[src/rtl/prince_a6_inv_share_serial.sv]
// prince_a6_inv_share_serial
// Serial inverse of the share-1 A6 nibble map for the threshold-implemented
// PRINCE datapath. One 64-bit share word is captured, then its 16 nibbles are
// inverse-mapped one per clock (nibble 0 first). The result is offered on a
// valid/ready output handshake.
//
// Optional feature macro: PRINCE_A6_INV_SELFCHECK_EN
//   When defined, a copy of the captured word is kept. On completion the
//   forward A6 map is re-applied to the result and compared with the copy.
//   The outcome drives chk_err during DONE. When undefined, chk_err is 0.
module prince_a6_inv_share_serial (
   input  logic        clk,
   input  logic        rst_n,
   input  logic        in_valid,
   output logic        in_ready,
   input  logic [63:0] in_data,
   output logic        out_valid,
   input  logic        out_ready,
   output logic [63:0] out_data,
   output logic        chk_err
);

   typedef enum logic [1:0] {
      IDLE = 2'd0,
      RUN  = 2'd1,
      DONE = 2'd2
   } state_t;

   state_t      state_r;
   logic [3:0]  idx_r;
   logic [63:0] work_r;
   logic        in_ready_r;
   logic        out_valid_r;
   logic [63:0] run_word_s;
   logic        last_nibble_s;

   // Inverse share-1 A6 map on one nibble: y -> x.
   function automatic logic [3:0] a6_inv_nibble(input logic [3:0] y);
      logic [3:0] x;
      x[3] = 1'b1 ^ y[3] ^ y[1];
      x[2] = y[2];
      x[1] = 1'b1 ^ y[0];
      x[0] = y[1];
      return x;
   endfunction

   // Working word with the current nibble replaced by its inverse-mapped value.
   always_comb begin
      run_word_s                        = work_r;
      run_word_s[{idx_r, 2'b00} +: 4]   = a6_inv_nibble(work_r[{idx_r, 2'b00} +: 4]);
      if (idx_r == 4'd15) begin
         last_nibble_s = 1'b1;
      end else begin
         last_nibble_s = 1'b0;
      end
   end

   // Control FSM: capture in IDLE, one nibble per cycle in RUN, hold result in DONE.
   always_ff @(posedge clk or negedge rst_n) begin
      if (!rst_n) begin
         state_r     <= IDLE;
         idx_r       <= 4'd0;
         work_r      <= 64'd0;
         in_ready_r  <= 1'b1;
         out_valid_r <= 1'b0;
      end else begin
         case (state_r)
            IDLE: begin
               if (in_valid && in_ready_r) begin
                  work_r     <= in_data;
                  idx_r      <= 4'd0;
                  in_ready_r <= 1'b0;
                  state_r    <= RUN;
               end
            end
            RUN: begin
               work_r <= run_word_s;
               idx_r  <= idx_r + 4'd1;
               if (last_nibble_s) begin
                  out_valid_r <= 1'b1;
                  state_r     <= DONE;
               end
            end
            DONE: begin
               // A pending in_valid here is deliberately not taken; the next
               // word can only be accepted once back in IDLE.
               if (out_ready) begin
                  out_valid_r <= 1'b0;
                  in_ready_r  <= 1'b1;
                  state_r     <= IDLE;
               end
            end
            default: begin
               state_r     <= IDLE;
               idx_r       <= 4'd0;
               in_ready_r  <= 1'b1;
               out_valid_r <= 1'b0;
            end
         endcase
      end
   end

   assign in_ready  = in_ready_r;
   assign out_valid = out_valid_r;
   // Continuous view of the working register; meaningful only while out_valid.
   assign out_data  = work_r;

`ifdef PRINCE_A6_INV_SELFCHECK_EN
   logic [63:0] copy_r;
   logic        chk_err_r;

   // Forward share-1 A6 map on one nibble: x -> y.
   function automatic logic [3:0] a6_fwd_nibble(input logic [3:0] x);
      logic [3:0] y;
      y[3] = 1'b1 ^ x[3] ^ x[0];
      y[2] = x[2];
      y[1] = x[0];
      y[0] = 1'b1 ^ x[1];
      return y;
   endfunction

   // Forward map applied to all 16 nibbles of a word.
   function automatic logic [63:0] a6_fwd_word(input logic [63:0] w);
      logic [63:0] r;
      r = 64'd0;
      for (int i = 0; i < 16; i++) begin
         r[4*i +: 4] = a6_fwd_nibble(w[4*i +: 4]);
      end
      return r;
   endfunction

   // Keep the captured word and compare it with the re-mapped result on completion.
   always_ff @(posedge clk or negedge rst_n) begin
      if (!rst_n) begin
         copy_r    <= 64'd0;
         chk_err_r <= 1'b0;
      end else begin
         case (state_r)
            IDLE: begin
               chk_err_r <= 1'b0;
               if (in_valid && in_ready_r) begin
                  copy_r <= in_data;
               end
            end
            RUN: begin
               if (last_nibble_s) begin
                  chk_err_r <= (a6_fwd_word(run_word_s) != copy_r);
               end
            end
            DONE: begin
               if (out_ready) begin
                  chk_err_r <= 1'b0;
               end
            end
            default: begin
               chk_err_r <= 1'b0;
            end
         endcase
      end
   end

   assign chk_err = chk_err_r;
`else
   assign chk_err = 1'b0;
`endif

endmodule

[config.mk]
export PLATFORM = sky130hd
export DESIGN_NAME = prince_a6_inv_share_serial
export DESIGN_NICKNAME = d
export VERILOG_FILES = /design/src/rtl/prince_a6_inv_share_serial.sv
export SDC_FILE = /design/constraint.sdc
export NUM_CORES = 1
export LEC_CHECK = 0
export ABC_AREA = 1
export CAP_MARGIN = 20
export CORE_ASPECT_RATIO = 0.6
export CORE_MARGIN = 1
export CORE_UTILIZATION = 48
export CTS_CLUSTER_DIAMETER = 120
export DETAILED_ROUTE_END_ITERATION = 12
export GPL_ROUTABILITY_DRIVEN = 0
export PLACE_DENSITY = 0.81
export RECOVER_POWER = 25
export SETUP_SLACK_MARGIN = 0.2
export SLEW_MARGIN = 10
export SYNTH_ARGS = -nofsm -noshare
export SYNTH_HDL_FRONTEND = slang
export SYNTH_SLANG_ARGS = --single-unit
export TNS_END_PERCENT = 50
[constraint.sdc]
create_clock -name clk -period 2.97 [get_ports clk]
set_input_delay 0.891 -clock clk [delete_from_list [all_inputs] [get_ports clk]]
set_output_delay 0.891 -clock clk [all_outputs]
set_load 0.01 [all_outputs]
## After elaboration in Yosys (flattened, before gate mapping)

Cells that the tools add are included.

| word-level totals | value |
|---|---|
| bits of input ports | 68 |
| bits in writable memories | 0 |
| bits in read-only memories | 0 |
| bits in latches | 0 |
| output and inout bits | 67 |
| memories kept | 0 |
| word-level logic and storage cells | 46 |
| register bits after elaboration | 72 |

| cells by class | value |
|---|---|
| bitwise gates (word level) | 6 |
| add/sub/neg operators | 2 |
| reduce and logical (&&, ||, !) cells | 8 |
| shift-type cells | 3 |
| equal/unequal tests | 6 |
| multipliers | 0 |
| $lt $le $gt $ge | 0 |
| divide/modulo/power cells | 0 |
| multiplexer cells | 16 |

Operators with widths:

| cell | count |
|---|---|
| case mux 64 bit (2 select lines) | 1 |
| bitwise mux 64 bit | 1 |
| two-way mux 64 bit | 1 |
| variable shift 4 x 8 -> 64 bit, first input constant | 1 |
| indexed part select 4 x 8 -> 64 bit | 1 |
| indexed part select 64 x 7 -> 4 bit | 1 |
| case mux 4 bit (3 select lines) | 1 |
| AND reduction 3 bit | 3 |
| negation 6 -> 8 bit | 1 |
| two-way mux 2 bit | 3 |
| != test 2 bit, second input constant | 3 |
| case mux 1 bit (3 select lines) | 2 |
| case mux 2 bit (3 select lines) | 1 |
| two-way mux 1 bit | 5 |
| inverter 1 bit | 5 |
| adder 4 x 1 -> 4 bit, second input constant | 1 |
| == test 4 bit, second input constant | 1 |
| two-way mux 4 bit | 1 |
| AND reduction 2 bit | 2 |
| == test 2 x 1 -> 1 bit, second input constant | 1 |
| == test 2 bit, second input constant | 1 |
| logical NOT 2 bit | 1 |
| nonzero test 2 bit | 1 |
| logical AND 1 bit | 1 |
| XOR 1 bit | 1 |

## Depth between registers and ports, before layout

| depth | value |
|---|---|
| depth after elaboration | 6 |
| depth in mapped cells | 16 |

## Worst setup path before layout

Ideal clock, no wire load.

| timing | value |
|---|---|
| path kind | reg2reg |
| from | register idx_r[0] |
| to | register work_r[25] (netlist: out_data[25]) |
| cell stages (with the launch flop) | 13 |
| buffers on the path | 4 |
| clock period less this slack | 2.286 ns |
| data arrival time | 2.204 ns |
| library setup time | 0.083 ns |
| required time | 2.887 ns |
| slack | 0.684 ns |
| path through | dfrtp_1 -> buf_6 -> inv_2 -> buf_6 -> buf_6 -> ha_1 -> clkbuf_1 -> inv_1 -> nor3_2 -> inv_1 -> nor2_1 -> nand3_1 -> o21ai_0 |

| between the ends | value |
|---|---|
| word-level cells in the longest chain between the ends | 6 |

Ends and longest elaborated chain:

| element | RTL line | text |
|---|---|---|
| from (decl) | 30 | `logic [3:0] idx_r;` |
| from (signal assigned) | 78 | `idx_r <= idx_r + 4'd1;` |
| indexed part select 64 x 7 -> 4 bit | 50 | `run_word_s[{idx_r, 2'b00} +: 4] = a6_inv_nibble(work_r[{idx_r, 2'b00} +: 4]);` |
| inverter 1 bit (no line) | n/a |  |
| XOR 1 bit | 40 | `x[3] = 1'b1 ^ y[3] ^ y[1];` |
| indexed part select 4 x 8 -> 64 bit | 50 |  |
| bitwise mux 64 bit * | 50 |  |
| case mux 64 bit (2 select lines) * | 67 | `case (state_r)` |
| to (signal assigned) | 70 | `work_r <= in_data;` |
| to (signal assigned) | 77 | `work_r <= run_word_s;` |
| to (decl) | 31 | `logic [63:0] work_r;` |

Every way passes the cells marked *; elsewhere a longest branch is shown, timed or not.
A chain may end at the register's enable or synchronous reset.

## Worst setup path after layout

| timing | value |
|---|---|
| from | register idx_r[2] |
| to | register work_r[22] (netlist: out_data[22]) |

The elaborated chain is that of the path after synthesis.

==> qor.txt <==
HP Class = reg -> reg
maximum net fanout on the critical path = 12
DRC Markers = 0
dpl cells = 881
Setup CP Type = reg -> reg
post-synth top area cell = dfrtp_1
Final Non-Filler Cells = 895
total power = 7.401 mW
vias post-DR = 5,290
Synthesis Warnings = 0
Yosys reg bits = 72
clock root buffer = clkbuf_16
Post-synth EDFFs = 0
Setup Viol. Count Final = 0
top cells by area, synth = dfrtp_1 39%, nand2_1 13%, nand3_1 11%, inv_1 5.2%, nor2_1 3.9%
CP top delay family = simple AND/OR/NAND/NOR gates
Pwr Density = 1181 mW/mm^2
Seq/Total Area, Yosys = 39.31%
Cells after Synth = 638
Area Overhead vs Synth = 36.61%
TritonCTS clock tree = yes
CP peak stage delay = 0.72 ns
Bufs on Longest Clock Path = 2
sequential power share = 26.3%
maximum clock rate = 379.5 MHz
maximum VDD drop = 0.0005626 V
cell count of the worst hold path = 2
Post-Syn Nets = 711
drt pass-1 iters = 6
vias in the first global route = 4,889
area share of the largest cell type after synthesis = 38.73%
CP Data Arrival Time = 2.88 ns
initial antenna violation count = 0
worst-skew pair later-pin latency = 0.34 ns
Starting Density = 49.74%
Synth Area per Inst = 7.189 sq um
# IOs = 135
crit path cell chain = nor2_2 -> o211ai_1 -> nand3_1 -> o21bai_1 -> nand2_1 -> nand4_1 -> o21ai_0
global route overflow = 0
Die Wd = 128.2 um
Placed Area = 0.006008 sq mm
core area = 0.009223 sq mm
min cycle time layout = 2.635 ns
first-pass GRT wire length = 25,660 um
WP buf/inv = 0
postcts setup bufs = 0
CP Capture Type = flop
# port buffers = 133
sw frac = 48.27%
FF/Latch Area = 0.001803 sq mm
CP max-delay cell = dfrtp_1
Final ANT Viol Nets = 0
H-tree levels = 3
Async S/R FF share, synth = 100.0%
multi-input logic area = 0.002325 sq mm
Yosys cell types = 37
Total GRT Usage = 34.16%
RR Startpoint = idx_r[2]
drt initial violations = 514
Die Y = 77.72 um
Final Hold Vio Count = 0
fin crit share = 88.72%
drt wl/cell = 18.15 um
outcome = completed
Power Internal = 3.828 mW
switching power = 3.573 mW
reg2reg path depth = 7
drt via density = 5.911
FILL cells = 738
Mapped Area = 0.004587 sq mm
final instance area = 0.006266 sq mm
hold_buf cts = 0
Hold Startpoint = out_valid
CTS clk-pin slew, worst paths = 0.05 ns
Setup TNS = 0 ns
RSZ-0062 raised after global routing = false
DP HPWL = 11,970 um
clock share of power = 13.8%
Total Routed Length = 16,240 um
post-CTS resize count = 0
Leakage = 2.861 nW
TritonCTS Buffers = 9
WP depth = 7
required time worst endpoint = 3.21 ns
share of cells above drive strength 1 = 8.105%
nets = 835
Final Max Tran Viols = 0
Die Area = 0.009964 sq mm
clk sinks = 72
Startpoint Class = flop
cell with the most instances after synthesis = nand2_1
Comb pwr share = 59.8%
ant diodes = 0
Critical Path Source = idx_r[2]
worst slew pin tran = 0.9836 ns
Synth Flop Type = dfrtp_1
worst clock skew = 0.008637 ns
row count = 27
number of max-cap violations = 0
top cells by count, synth = 154 x nand2_1, 105 x nand3_1, 71 x dfrtp_1
slew margin rel. = 34.43%
largest net degree at the start of global routing = 61
==> final timing paths <==
path | endpoint | slack, ns
max | out_data[22] | 0.34
min | out_valid | 0.49
max reg2reg | out_data[22] | 0.34
min reg2reg | out_valid | 0.49
max in group asynchronous | out_data[25] | 0.91
min in group asynchronous | out_data[39] | 0.62
==> cells in the final DEF, fill, tap and decap left out, types with 2 or more instances in the layout <==
cell	n
nand2_4	3
clkdlybuf4s50_1	132
o21bai_1	4
clkbuf_1	3
inv_1	63
a22oi_1	2
buf_4	11
dfrtp_1	71
o22ai_1	6
clkbuf_8	3
o211ai_1	14
clkbuf_16	9
nor3_1	8
o21ai_1	6
nor2_2	11
ha_1	5
nor2_1	47
nand2_1	153
or2_2	2
nand3_1	105
nand2_2	3
a31oi_1	6
o21ai_0	31
inv_2	7
nand4_1	23
a21oi_1	21
nor2_4	3
o31ai_1	2
==> stage by stage <==
step / util [%] / hold slack (ns) / setup slack (ns)
final: 67.94 / 0.4878 / 0.3351
after CTS: 68.12 / 0.4683 / 0.4628
after detailed placement: 65.15 / 0.4816 / 0.3545
after floorplan: - / 0.5079 / 0.6838
after global routing: 67.94 / 0.5620 / 0.2348
after global placement: 65.15 / 0.4849 / 0.4071
==> worst min-delay path, cell delays in order (launching register included) <==
cell	delay, ns
dfrtp_1	0.33
o21ai_0	0.07
nand2_1	0.05
==> per-layer routing <==
layer	GRT usage [%]	wire length (um)	part of all wire [%]
met5	0	0	0
met4	11.29	396	2.4
met3	11.10	2516	15
met2	49.95	6687	41
met1	47.51	6642	41
==> sequential cells by signal, indices dropped and copies added, names as in the netlist <==
register and count:
out_data 64, idx_r 4, state_r 2, in_ready 1, out_valid 1
==> final cells by class <==
type	instances	share of cell area (%)
clock buffer	14	4.373
tap	130	2.596
sequential	72	28.77
multi-input combinational	462	37.10
inverter	71	4.293
timing repair buffer	146	22.86
==> power groups by stage <==
stage          logic (mW)  clock network (mW)  registers, mW
6_report             4.43                1.02           1.95
5_1_grt              4.77                1.06           1.99
4_1_cts              4.33                1.02           1.93
3_5_place_dp         4.29                   0           1.93
3_3_place_gp         4.16                   0           1.93
2_1_floorplan        2.37                   0           2.00
==> cell families (layout without fill, tap and decap cells) <==
| kind of cell | after synthesis | in the layout | synth area share [%] |
|---|---|---|---|
| AO/OA/AOI/OAI | 92 | 92 | 11.57 |
| flip-flops | 72 | 72 | 39.31 |
| other | 1 | 1 | 0.08175 |
| buffers and inverters | 104 | 231 | 10.12 |
| adder cells (fa/ha/maj) | 5 | 5 | 1.364 |
| XOR/XNOR | 2 | 2 | 0.9549 |
| AND/OR/NAND/NOR | 362 | 362 | 36.61 |
No activity file was read; power rests on OpenSTA's default activity.
==> variant (same settings) <==
The option `PRINCE_A6_INV_SELFCHECK_EN` is turned on by a define.
--- a/src/rtl/prince_a6_inv_share_serial.sv
+++ b/src/rtl/prince_a6_inv_share_serial.sv
@@ -9,4 +9,6 @@
 //   forward A6 map is re-applied to the result and compared with the copy.
 //   The outcome drives chk_err during DONE. When undefined, chk_err is 0.
+`define PRINCE_A6_INV_SELFCHECK_EN
+
 module prince_a6_inv_share_serial (
    input  logic        clk,
Check against the original RTL: same outputs for any inputs over 10 cycles, from zero or initial values and one cycle with rst_n low; that may be too few to reach the edited logic, so the function may still have changed.
==> variant against the unedited design <==
The run now ends with capacitance limit, slew limit, setup timing left; final cell count up 100%; count of clock-buffer cells in the layout increased by 5; via count up 110%; area after synthesis grew 95%; clock power increased by 130%; synthesized cell count rose by 110%; routed wire length rose by 130%; worst setup slack worse by 0.69 ns; die area is 92% higher; power rose by 120%; final area grew 99%; sequential share of layout area is 1.2 points lower; sequential cell count rose by 65.
==> variant: results (changes against the unedited design) <==
critical_path:
  regToRegStartpoint: "idx_r[0]"
  r2r_end: "chk_err"
  crit_slowest_cell: "dfrtp_2"
  r2r_cells: 22  # +15
  cp.arrival_ns: 3.64  # +0.76 ns
  cpPeakStageDelay_ns: 0.49  # -0.23 ns
  path_max_fanout: 7  # -5
grt:
  grt_max_degree: 138  # +130%
  grt_pass1_vias: 9889  # +100%
  grt_pass1_wl_um: 53770  # +110%
  grt_usage_pct: 37.18  # +3.0 points
timing:
  final.setup_skew_ns: 0.01091  # +0.002268 ns
  setup-tns-final_ns: -0.3514  # -0.3514 ns
  slew_violations: 138  # +138
  hold_ws_ns: 0.4955  # +0.007704 ns
  finalSetupViolations: 1  # +1
  slew_headroom_pct: -30.53  # -65 points
  finalWorstSetupSlack_ns: -0.3514  # -0.6865 ns
status:
  violations: "capacitance limit, slew limit, setup timing"
  status: "complete, but fails checks"
power:
  p_sw_mw: 8.126  # +130%
  leakagePower_nw: 6.143  # +110%
  ir_drop_mv: 0.5871  # +4.4%
final_layout:
  drive_above_1_share_pct: 18.41  # +10 points
  fillers: 1335  # +81%
  nets: 1619  # +94%
  diodes: 0  # unchanged
detailed_routing:
  first_pass_iters: 9  # +3
  vias: 11070  # +110%
  first_iter_violations: 2007  # +290%
  wl_um: 37170  # +130%
yosys:
  synth.top_cells.by_count: "nand2_1, inv_1, nand3_1, dfrtp_1, o21ai_0"
  yosys-top-cells-area: "dfrtp_1, nand2_1, nand3_1"
  synth.distinct_cells: 39  # +5.4%
  synth_fp_nets: 1393  # +96%
  ys_seq_area_share_pct: 38.42  # -0.89 points
cts:
  h-tree-depth: 4  # +1
  cts_buffers: 17  # +8
  clk_latency_ns: 0.43  # +0.09 ns
  path_clk_slew_ns: 0.07  # +0.02 ns
place:
  hpwl_um: 24470  # +100%
  post_dp_cell_area_um2: 10900  # +81%
  pre_cts_ws_ns: -0.1554  # -0.5099 ns
  io_buffers: 134  # +0.75%
worst_hold_path:
  hp-start: "copy_r[9]"
  hold_path_end: "copy_r[9]"
  holdPathStages: 2  # unchanged
flow_run:
  cap_violations: 1  # +1
==> variant: cell types whose count changed in the layout (fill, tap and decap cells not counted), sizes merged, moves of 38 or more <==
cell and delta:
buf +105, dfrtp +65, inv +113, nand2 +372, nand3 +42, o21ai +38
o221ai +46
==> variant: worst max-delay path by stage <==
stage | cells after the start | end | slack [ns] | start
finish | 22 | chk_err | -0.35 | idx_r[0]
global placement | 20 | chk_err | -0.08 | idx_r[2]
CTS | 20 | chk_err | 0.13 | idx_r[0]
floorplan | 25 | chk_err | 0.25 | idx_r[0]
global route | 22 | chk_err | -0.35 | idx_r[0]
detailed placement | 20 | chk_err | -0.16 | idx_r[2]
==> variant: what timing repair did <==
item,CTS,global route
setup endpoints to repair,1,3
resized for setup,66,55
pin swaps,38,41
setup buffers,33,19
cloned,2,3
==> variant: layer usage <==
layer  GRT usage, %  part of all wire, %  up-vias  wire length [um]
li1               -                    -     4713                 -
met4          16.54                  6.9        0              2561
met3          13.21                   16      281              5947
met5              0                    0        -                 0
met2          51.70                   40     1012             14720
met1          51.43                   37     5060             13930
==> variant: critical path, delay by kind of cell (launching register included) <==
kind,cells,cell delay (ns)
DFF,1,0.49
and+or+nand+nor,16,1.98
adders and majority gates,1,0.19
buffers and inverters,5,0.53
==> variant: cells by family (layout without fill, tap and decap cells) <==
kind of cell	Yosys count	after routing	synth area share, %
flip-flops	137	137	38.42
XOR/XNOR	14	14	1.458
adder cells (fa/ha/maj)	5	5	0.7008
AND/OR/NAND/NOR	785	786	38.11
AO/OA/AOI/OAI	149	149	10.85
buffers and inverters	230	468	10.47
==> variant: final cells by class <==
type | instances | share of cell area, %
Timing Repair Buffer | 254 | 19.51
Multi-Input combinational cell | 954 | 39.85
Tap cell | 240 | 2.411
Clock buffer | 19 | 3.556
Sequential cell | 137 | 27.56
Clock inverter | 13 | 1.527
Inverter | 182 | 5.586
==> variant: power by group through the flow <==
stage	Combinational (mW)	Sequential [mW]	Clock (mW)
detailed placement	8.34	3.47	0
global placement	8.17	3.47	0
floorplan	4.98	3.45	0
global route	11.0	3.59	2.42
CTS	9.22	3.47	2.34
finish	10.5	3.53	2.37
==> variant: metrics by stage <==
stage | cells | power (mW) | util [%]
after floorplan | 1320 | 8.428 | -
after global placement | 1710 | 11.64 | 60.15
after detailed placement | 1710 | 11.82 | 60.15
after CTS | 1777 | 15.03 | 66.67
after global routing | 1799 | 17.06 | 68.75
final | 1799 | 16.37 | 68.75
